<file path="src/rtl/mux_arb_pkg.sv">
// -----------------------------------------------------------------------------
// mux_arb_pkg
//
// Shared definitions for the round-robin 4:1 mux arbiter:
//   - requester count and select width
//   - arbiter state encoding (IDLE / GRANT)
//   - index-to-one-hot grant constants and a lookup helper
//
// No ports (package).
// -----------------------------------------------------------------------------
package mux_arb_pkg;

  localparam int NUM_REQ = 4;
  localparam int SEL_W   = 2;

  typedef enum logic {
    IDLE  = 1'b0,
    GRANT = 1'b1
  } state_e;

  // One-hot grant patterns, indexed by requester number (a=0 .. d=3).
  localparam logic [NUM_REQ-1:0] ONEHOT_0 = 4'b0001;
  localparam logic [NUM_REQ-1:0] ONEHOT_1 = 4'b0010;
  localparam logic [NUM_REQ-1:0] ONEHOT_2 = 4'b0100;
  localparam logic [NUM_REQ-1:0] ONEHOT_3 = 4'b1000;

  function automatic logic [NUM_REQ-1:0] idx_to_onehot(input logic [SEL_W-1:0] idx);
    logic [NUM_REQ-1:0] oh;
    case (idx)
      2'd0:    oh = ONEHOT_0;
      2'd1:    oh = ONEHOT_1;
      2'd2:    oh = ONEHOT_2;
      default: oh = ONEHOT_3;
    endcase
    return oh;
  endfunction

endpackage

</file>
<file path="src/rtl/rr_pick.sv">
// -----------------------------------------------------------------------------
// rr_pick
//
// Purely combinational round-robin winner search. Starting just after the
// last-served requester, scans last+1, last+2, last+3 and finally last itself
// (all mod 4); the first asserted request wins.
//
// Ports:
//   req   [3:0] in   request vector, bit i = requester i
//   last  [1:0] in   index of the last-served requester
//   idx   [1:0] out  winning requester index (0 when none found)
//   found       out  at least one request was asserted
// -----------------------------------------------------------------------------
module rr_pick
  import mux_arb_pkg::*;
(
  input  logic [NUM_REQ-1:0] req,
  input  logic [SEL_W-1:0]   last,
  output logic [SEL_W-1:0]   idx,
  output logic               found
);

  logic [SEL_W-1:0] cand;

  // NOTE: every variable driven here gets a default before the loop, so no
  // path through the block leaves one unassigned and no latch is inferred.
  always_comb begin
    idx   = '0;
    found = 1'b0;
    cand  = '0;
    // The 2-bit add wraps naturally, so offset NUM_REQ lands back on last,
    // which is therefore the lowest-priority candidate.
    for (int k = 1; k <= NUM_REQ; k++) begin
      cand = last + SEL_W'(k);
      if (!found && req[cand]) begin
        idx   = cand;
        found = 1'b1;
      end
    end
  end

endmodule

</file>
<file path="src/rtl/mux_4x1_rr_arbiter.sv">
// -----------------------------------------------------------------------------
// mux_4x1_rr_arbiter
//
// Round-robin arbiter sharing one 4:1 mux datapath between four requesters.
// Each requester owns one mux input (a..d). One grant is active at a time;
// the grantee's index drives the registered selects {s1,s0}, and the selected
// input is registered onto out one cycle later. A grant is held for at most
// HOLD consecutive cycles, and is released early by done[idx] or by the
// grantee dropping its request. On release the next winner is granted in the
// same edge, with no idle bubble.
//
// Optional feature (macro MUX_ARB_LOCK_EN): adds input lock; while lock=1 the
// quantum expiry is ignored and the hold counter saturates at HOLD-1.
//
// Parameters:
//   DW    data width of a..d and out
//   HOLD  grant quantum in cycles (>= 1)
//
// Ports:
//   clk         in   clock, rising edge
//   rst         in   synchronous active-high reset
//   req   [3:0] in   per-requester request (a=0, b=1, c=2, d=3)
//   done  [3:0] in   grant release, honoured only for the current grantee
//   lock        in   (MUX_ARB_LOCK_EN only) suppress quantum expiry
//   a,b,c,d     in   mux data inputs, DW bits each
//   gnt   [3:0] out  registered one-hot grant
//   s0, s1      out  registered mux selects (LSB, MSB)
//   out         out  registered mux output
//   busy        out  high while a grant is active
// -----------------------------------------------------------------------------
module mux_4x1_rr_arbiter
  import mux_arb_pkg::*;
#(
  parameter int DW   = 1,
  parameter int HOLD = 4
) (
  input  logic               clk,
  input  logic               rst,
  input  logic [NUM_REQ-1:0] req,
  input  logic [NUM_REQ-1:0] done,
`ifdef MUX_ARB_LOCK_EN
  input  logic               lock,
`endif
  input  logic [DW-1:0]      a,
  input  logic [DW-1:0]      b,
  input  logic [DW-1:0]      c,
  input  logic [DW-1:0]      d,
  output logic [NUM_REQ-1:0] gnt,
  output logic               s0,
  output logic               s1,
  output logic [DW-1:0]      out,
  output logic               busy
);

  localparam int               CNT_W   = (HOLD > 1) ? $clog2(HOLD) : 1;
  localparam logic [CNT_W-1:0] CNT_MAX = CNT_W'(HOLD - 1);

  state_e             state_q, state_d;
  logic [NUM_REQ-1:0] gnt_q,   gnt_d;
  logic [SEL_W-1:0]   sel_q,   sel_d;
  logic [SEL_W-1:0]   last_q,  last_d;
  logic [CNT_W-1:0]   cnt_q,   cnt_d;
  logic [DW-1:0]      out_q,   out_d;

  logic               quantum_up;
  logic               release_now;
  logic [SEL_W-1:0]   pick_last;
  logic [SEL_W-1:0]   pick_idx;
  logic               pick_found;
  logic [DW-1:0]      mux_data;

  // ---------------------------------------------------------------------------
  // Release decision. In GRANT the select register always holds the grantee's
  // index, so it doubles as idx.
  // ---------------------------------------------------------------------------
  assign quantum_up = (cnt_q == CNT_MAX)
`ifdef MUX_ARB_LOCK_EN
                      && !lock
`endif
                      ;

  assign release_now = (state_q == GRANT) &&
                       (done[sel_q] || !req[sel_q] || quantum_up);

  // On release the search must already see the grantee as last-served, so
  // it re-arbitrates against the updated pointer within the same edge.
  assign pick_last = release_now ? sel_q : last_q;

  rr_pick u_rr_pick (
    .req   (req),
    .last  (pick_last),
    .idx   (pick_idx),
    .found (pick_found)
  );

  // ---------------------------------------------------------------------------
  // 4:1 datapath
  // ---------------------------------------------------------------------------
  always_comb begin
    case (sel_q)
      2'd0:    mux_data = a;
      2'd1:    mux_data = b;
      2'd2:    mux_data = c;
      default: mux_data = d;
    endcase
  end

  // ---------------------------------------------------------------------------
  // Next-state logic
  // ---------------------------------------------------------------------------
  always_comb begin
    state_d = state_q;
    gnt_d   = gnt_q;
    sel_d   = sel_q;
    last_d  = last_q;
    cnt_d   = cnt_q;
    out_d   = '0;

    case (state_q)
      IDLE: begin
        // out stays 0 through any cycle that follows a non-busy cycle;
        // the selects keep their previous value while nothing is granted.
        gnt_d = '0;
        if (pick_found) begin
          state_d = GRANT;
          gnt_d   = idx_to_onehot(pick_idx);
          sel_d   = pick_idx;
          cnt_d   = '0;
        end
      end

      GRANT: begin
        out_d = mux_data;
        if (release_now) begin
          last_d = sel_q;
          cnt_d  = '0;
          if (pick_found) begin
            gnt_d = idx_to_onehot(pick_idx);
            sel_d = pick_idx;
          end else begin
            state_d = IDLE;
            gnt_d   = '0;
          end
        end else if (cnt_q != CNT_MAX) begin
          // Saturation only matters while lock suppresses expiry; otherwise
          // reaching CNT_MAX always releases first.
          cnt_d = cnt_q + CNT_W'(1);
        end
      end

      default: begin
        state_d = IDLE;
        gnt_d   = '0;
      end
    endcase
  end

  // ---------------------------------------------------------------------------
  // State registers
  // ---------------------------------------------------------------------------
  // NOTE: sequential state uses non-blocking assignments so every register
  // samples pre-edge values, independent of statement order. All registers
  // here are small control/data flops and all are reset; last_q resets to 3
  // so requester 0 is first in line.
  always_ff @(posedge clk) begin
    if (rst) begin
      state_q <= IDLE;
      gnt_q   <= '0;
      sel_q   <= '0;
      last_q  <= SEL_W'(NUM_REQ - 1);
      cnt_q   <= '0;
      out_q   <= '0;
    end else begin
      state_q <= state_d;
      gnt_q   <= gnt_d;
      sel_q   <= sel_d;
      last_q  <= last_d;
      cnt_q   <= cnt_d;
      out_q   <= out_d;
    end
  end

  assign gnt  = gnt_q;
  assign s0   = sel_q[0];
  assign s1   = sel_q[1];
  assign out  = out_q;
  assign busy = (state_q == GRANT);

endmodule
</file>
<file path="config.mk">
export PLATFORM = sky130hd
export DESIGN_NAME = mux_4x1_rr_arbiter
export DESIGN_NICKNAME = d
export VERILOG_FILES = /design/src/rtl/mux_arb_pkg.sv /design/src/rtl/rr_pick.sv /design/src/rtl/mux_4x1_rr_arbiter.sv
export SDC_FILE = /design/constraint.sdc
export NUM_CORES = 1
export LEC_CHECK = 0
export ABC_AREA = 1
export BUFFER_PORTS_ARGS = -buffer_cell sky130_fd_sc_hd__buf_2
export CORE_ASPECT_RATIO = 1.75
export CORE_MARGIN = 5
export CORE_UTILIZATION = 30
export CTS_BUF_LIST = sky130_fd_sc_hd__clkbuf_2 sky130_fd_sc_hd__clkbuf_4 sky130_fd_sc_hd__clkbuf_8
export DETAILED_ROUTE_END_ITERATION = 8
export PLACE_DENSITY = 0.5
export SLEW_MARGIN = 20
export SYNTH_ARGS = -nofsm -noshare
export SYNTH_HDL_FRONTEND = slang
export SYNTH_SLANG_ARGS = --single-unit
</file>
<file path="constraint.sdc">
create_clock -name clk -period 2.6 [get_ports clk]
set_input_delay 0.26 -clock clk [delete_from_list [all_inputs] [get_ports clk]]
set_output_delay 0.26 -clock clk [all_outputs]
set_load 0.03 [all_outputs]
</file>
== Word-level counts from Yosys, hierarchy flattened ==
Index checks and enable logic that the tools add are counted.

* $add $sub $neg: 4
* $mul: 0
* Divide/modulo/power cells: 0
* $lt $le $gt $ge: 5
* Equality and inequality tests: 9
* Shift-type cells: 0
* Multiplexer cells: 36
* Bitwise logic cells: 1
* Reductions and logical operators: 14

{| class="wikitable"
|+ Operator list
! operator !! count
|-
| 2-bit two-way mux || 10
|-
| 2-bit by 3-bit < comparator with 1-bit output, second input constant || 5
|-
| 1-bit binary-select mux with 2-bit select || 6
|-
| 1-bit two-way mux || 12
|-
| 4-bit case mux with 3 select lines || 1
|-
| 4-bit two-way mux || 2
|-
| 2-bit case mux with 2 select lines || 2
|-
| 4-bit case mux with 2 select lines || 1
|-
| 2-bit equality test, second input constant || 3
|-
| 2-bit by 1-bit adder with 2-bit output, second input constant || 2
|-
| 2-bit adder, second input constant || 2
|-
| 2-bit by 1-bit equality test with 1-bit output, second input constant || 2
|-
| 1-bit logical AND || 4
|-
| 1-bit logical NOT || 4
|-
| 2-bit logical NOT || 2
|-
| 2-bit inequality test, second input constant || 2
|-
| 3-bit by 1-bit inequality test with 1-bit output, second input constant || 1
|-
| 1-bit case mux with 3 select lines || 1
|-
| 1-bit logical OR || 2
|-
| 2-bit by 1-bit inequality test with 1-bit output, second input constant || 1
|-
| 1-bit case mux with 2 select lines || 1
|-
| 2-bit AND reduction || 1
|-
| 2-bit OR reduction || 1
|-
| 1-bit NOT || 1
|}

* Flip-flop bits (word level): 12
* Latch bits: 0
* Memory bits (writable): 0
* Memory bits (read-only): 0
* Output and inout port bits: 8
* Word-level logic and storage cells: 75
* Memories kept: 0

== Longest topological paths before layout ==
* Depth after elaboration: 25
* Gate-level depth with buffers: 21
* Depth with buffers taken out: 19

== Modules after synthesis ==
A second synthesis with hierarchy kept.

* Cell total of the unflattened synthesis: 140
* Area, all modules: 902.1 sq um

{| class="wikitable"
|+ By module, submodules not included
! module !! times used !! cells each !! area each (sq um)
|-
| mux_4x1_rr_arbiter || 1 || 88 || 630.6
|-
| rr_pick || 1 || 52 || 271.5
|}

== Worst setup path after synthesis ==
Ideal clock, no wire load.

* Kind: reg2reg
* From: register sel_q[1]
* To: register sel_q[0]
* Data arrival time: 2.119 ns
* Required time: 2.473 ns
* Path slack: 0.354 ns
* Stages on the path, launching flop included: 20
* Clock period less this slack: 2.246 ns
* Cell sequence: dfxtp_1 -> buf_4 -> nor2_1 -> nand2_1 -> nand3_1 -> nor2_2 -> nand2_4 -> nand2_4 -> nand2_2 -> nand2_2 -> buf_6 -> nand2_2 -> nand3_1 -> nand2_1 -> nor2_4 -> nand3b_4 -> nand2_4 -> nor2_4 -> a21oi_1 -> nor2_1

* Longest elaborated chain between the ends: 23

{| class="wikitable"
|+ Ends and longest elaborated chain
! element !! line !! RTL
|-
| from (decl) || mux_4x1_rr_arbiter.sv:60 || <nowiki>logic [SEL_W-1:0] sel_q, sel_d;</nowiki>
|-
| from (signal assigned) || mux_4x1_rr_arbiter.sv:176 || <nowiki>sel_q <= sel_d;</nowiki>
|-
| 1-bit binary-select mux with 2-bit select || mux_4x1_rr_arbiter.sv:83 || <nowiki>(done[sel_q] || !req[sel_q] || quantum_up);</nowiki>
|-
| 1-bit two-way mux (not written as such) || mux_4x1_rr_arbiter.sv:83 ||
|-
| 1-bit logical NOT || mux_4x1_rr_arbiter.sv:83 ||
|-
| 1-bit logical OR (2 in a row) || mux_4x1_rr_arbiter.sv:83 ||
|-
| 1-bit logical AND || mux_4x1_rr_arbiter.sv:82 || <nowiki>assign release_now = (state_q == GRANT) &&</nowiki>
|-
| 2-bit two-way mux || n/a ||
|-
| 2-bit by 1-bit adder with 2-bit output || rr_pick.sv:34 || <nowiki>cand = last + SEL_W'(k);</nowiki>
|-
| 1-bit binary-select mux with 2-bit select || rr_pick.sv:35 || <nowiki>if (!found && req[cand]) begin</nowiki>
|-
| [6 not listed] || n/a ||
|-
| 1-bit logical AND || rr_pick.sv:35 ||
|-
| 1-bit two-way mux || rr_pick.sv:35 ||
|-
| 1-bit logical NOT || rr_pick.sv:35 ||
|-
| 1-bit logical AND || rr_pick.sv:35 ||
|-
| 2-bit two-way mux / 1-bit two-way mux (equally long branches) || rr_pick.sv:35 ||
|-
| 2-bit two-way mux || mux_4x1_rr_arbiter.sv:124, mux_4x1_rr_arbiter.sv:137 ||
|-
| 2-bit two-way mux || mux_4x1_rr_arbiter.sv:134 || <nowiki>if (release_now) begin</nowiki>
|-
| 2-bit case mux with 2 select lines || mux_4x1_rr_arbiter.sv:119 || <nowiki>case (state_q)</nowiki>
|}

Several ways; a longest one is shown, not always the timed one. The select of a mux whose other input is x is not followed.
A chain may end at the register's enable or synchronous reset.

== Worst setup path after layout ==
* From: register sel_q[0]
* To: register gnt_q[3] (netlist: gnt[3])

* Longest elaborated chain between the ends: 25

{| class="wikitable"
|+ Ends and longest elaborated chain
! element !! line !! RTL
|-
| 1-bit binary-select mux with 2-bit select || mux_4x1_rr_arbiter.sv:83 ||
|-
| 1-bit two-way mux (not written as such) || mux_4x1_rr_arbiter.sv:83 ||
|-
| 1-bit logical NOT || mux_4x1_rr_arbiter.sv:83 ||
|-
| 1-bit logical OR (2 in a row) || mux_4x1_rr_arbiter.sv:83 ||
|-
| 1-bit logical AND || mux_4x1_rr_arbiter.sv:82 ||
|-
| 2-bit two-way mux || n/a ||
|-
| 2-bit by 1-bit adder with 2-bit output || rr_pick.sv:34 ||
|-
| 1-bit binary-select mux with 2-bit select || rr_pick.sv:35 ||
|-
| [8 not listed] || n/a ||
|-
| 1-bit logical NOT || rr_pick.sv:35 ||
|-
| 1-bit logical AND || rr_pick.sv:35 ||
|-
| 2-bit two-way mux || rr_pick.sv:35 ||
|-
| 2-bit equality test (tied with other cells) || mux_arb_pkg.sv:29 || <nowiki>case (idx)</nowiki>
|-
| 4-bit case mux with 3 select lines || mux_arb_pkg.sv:29 ||
|-
| 4-bit two-way mux || mux_4x1_rr_arbiter.sv:124, mux_4x1_rr_arbiter.sv:137 ||
|-
| 4-bit two-way mux || mux_4x1_rr_arbiter.sv:134 ||
|-
| 4-bit case mux with 2 select lines || mux_4x1_rr_arbiter.sv:119 ||
|-
| to (signal assigned) || mux_4x1_rr_arbiter.sv:175 || <nowiki>gnt_q <= gnt_d;</nowiki>
|-
| to (decl) || mux_4x1_rr_arbiter.sv:59 || <nowiki>logic [NUM_REQ-1:0] gnt_q, gnt_d;</nowiki>
|}

Several ways; a longest one is shown, not always the timed one. The select of a mux whose other input is x is not followed.

==> run metrics <==
peak supply drop 0.646 mV; commonest non-fill, non-tap cell in the layout nand2_1; post-synth top area cell dfxtp_1; WP data arrival 2.47 ns; Die X ~54 um; Routed Antenna Nets 0; IO buf count 21; initial antenna violation count 0; Worst-path clk slew 0.05 ns; # IOs 22; DRT iter0 DRCs 24; HP Class in2reg; CP most frequent cell nand2_1; H-tree depth 1; Post-CTS Setup Bufs 0; Die Height 86.6 um; proportion of layout cells with a drive suffix above 1 32.8%; max-cap violations 0; fin crit period 2.29 ns; Yosys warning total 0; Final setup viols 0; nets@finish 199; Placed Cells 222; leading cell types in the layout, fill and taps excluded 54 x nand2_1, 21 x buf_2, 18 x nand3_1; drt pass-1 iters 4; ANT cells 0; post-synthesis cell area 0.00100 mm2; final setup margin approximately 0.31 ns; Row Count 27; Area growth syn-to-layout 19.7%; clock buffer depth 2; Fmax 0.437 GHz; CORE AREA between 0.003 and 0.004 mm2; drt drc 0; Leakage 0.657 nW; Hold Slack 0.287 ns; Avg Cell Area, Syn ~6.3 um2; grt ovf 0; synth top area cells dfxtp_1 24%, nand2_1 20%, nand2_2 11%; Clock Skew 0.00298 ns; CTS Hold Buffers Added 0; RD Place Congestion 0.853; Post-Route Setup TNS 0 ns; vias in the first global route 1,064; Post-Syn Instances 160; Seq/Total Area, Yosys approximately a quarter; Sink Count 12; cells along the critical path buf_4, nand2_1, o21ai_1, nand2_1, nand2_2, nand2_4, nand2_4, nand2_1, nand2_1, nand2_1, nand2_2, nand2_1, nand2_4, nand4_1, nand2_1, nand2_2, nor2_4, nand2_1, a21oi_2; DR vias 1,037; top-area cell type share of the netlist area a little under a quarter; Final Max Slew Viols 0; Skew-Pair Late Insertion Delay 0.24 ns; total track usage between 10% and 20%; root buffer cell clkbuf_8; Synth cell types 21; critical path class reg2reg; wire per inst 11.3 um; Least-Margin Pin Slew between 0.3 and 0.4 ns; fin crit share 87.9%; Largest stage delay, worst path about 0.43 ns; Crit-path slowest cell dfxtp_1; die area 0.00465 mm2; CTS tree done; Crit Path Max Fanout 7; post-CTS resize count 0; initial cell density of the core 31.6%; Critical Path Sink Type flop; Syn Nets 175; WHS Path Cells 2; Critical Path Start Type flop; Finished Layout Cells about 230; status finished clean; final wirelength 2550 um; Max-slew headroom 74.2%; Hold Vio Cnt, Final 0; total clock buffers created by CTS 3; post-synthesis register bit count 12; DP Worst Slack 0.140 ns; Reg2Reg Depth 19; DP Wirelength 2130 um; critical path required time 2.78 ns; fin util 37.9%; Avg Vias per Cell 4.59; Power Density 1360 mW/mm2; RSZ-0062 raised after global routing no; global-route wire length before repair 4570 um; largest net degree at the start of global routing 13
[synth_stat cells]
| cell type | instances |
|---|---|
| dfxtp_1 | 12 |
| nand2_4 | 4 |
| nand4_1 | 4 |
| nor2_2 | 2 |
| nand2_1 | 54 |
| nor2_1 | 5 |
| a21oi_1 | 9 |
| buf_4 | 1 |
| clkbuf_1 | 1 |
| nand2_2 | 17 |
| o21ai_1 | 3 |
| inv_2 | 2 |
| nor2_4 | 2 |
| a21oi_2 | 2 |
| ha_1 | 1 |
| nand3_2 | 1 |
| nand3_1 | 18 |
| o21ai_0 | 1 |
| nand3b_4 | 1 |
| inv_1 | 17 |
| buf_6 | 3 |
[flip-flops by register name (all words and copies together) (netlist names)]
| signal | count |
|---|---|
| gnt | 4 |
| cnt_q | 2 |
| last_q | 2 |
| sel_q | 2 |
| busy | 1 |
| out | 1 |
[routing by layer]
metal	global-route usage, %	wire [um]	part of all wire [%]
met5	0	0	0
met4	6.28	54	2.1
met3	1.20	53	2.1
met2	24.3	1480	58
met1	13.5	968	38
[through the flow]
step	area [um2]	power [W]
2_1_floorplan	1000	0.00122
5_1_grt	1200	0.00180
3_5_place_dp	1140	0.00142
6_report	1200	0.00163
4_1_cts	1200	0.00163
3_3_place_gp	1140	0.00140
[cells by family after synthesis]
logic type	count (synthesis)	share of synthesized area, %
fa+ha+maj	1	1.25
flops	12	23.9
buf+inv	24	11.6
compound gates	15	8.22
simple gates	108	55.0
[worst max-delay path, delay by kind of cell, from the launching register on]
kind	cells	cell delay (ns)
flip-flops	1	0.43
AO/OA/AOI/OAI	2	0.18
AND/OR/NAND/NOR	16	1.43
buffers and inverters	1	0.17
[where the power goes]
group | internal (W) | switching, W | total (W)
clock | 0.000134 | 0.0000693 | 0.000203
combinational | 0.000370 | 0.000765 | 0.00113
sequential | 0.000240 | 0.0000537 | 0.000293
total | 0.000743 | 0.000888 | 0.00163
[path summary, 6_finish.rpt]
path	startpoint	end	slack, ns
max	sel_q[0]$_SDFFE_PP0P_	gnt[3]$_SDFFE_PP0P_	0.31
min	rst	gnt[3]$_SDFFE_PP0P_	0.29
max reg2reg	sel_q[0]$_SDFFE_PP0P_	gnt[3]$_SDFFE_PP0P_	0.31
min reg2reg	gnt[2]$_SDFFE_PP0P_	gnt[2]$_SDFFE_PP0P_	0.46
[area by class of cell]
type / count / area [um2]
tap: 43 / 53.8
timing repair buffer: 24 / 128
sequential: 12 / 241
multi-input combinational: 124 / 653
fill: 375 / 1970
inverter: 19 / 71.3
clock buffer: 4 / 55.1
(Power assumes the default switching activity.)
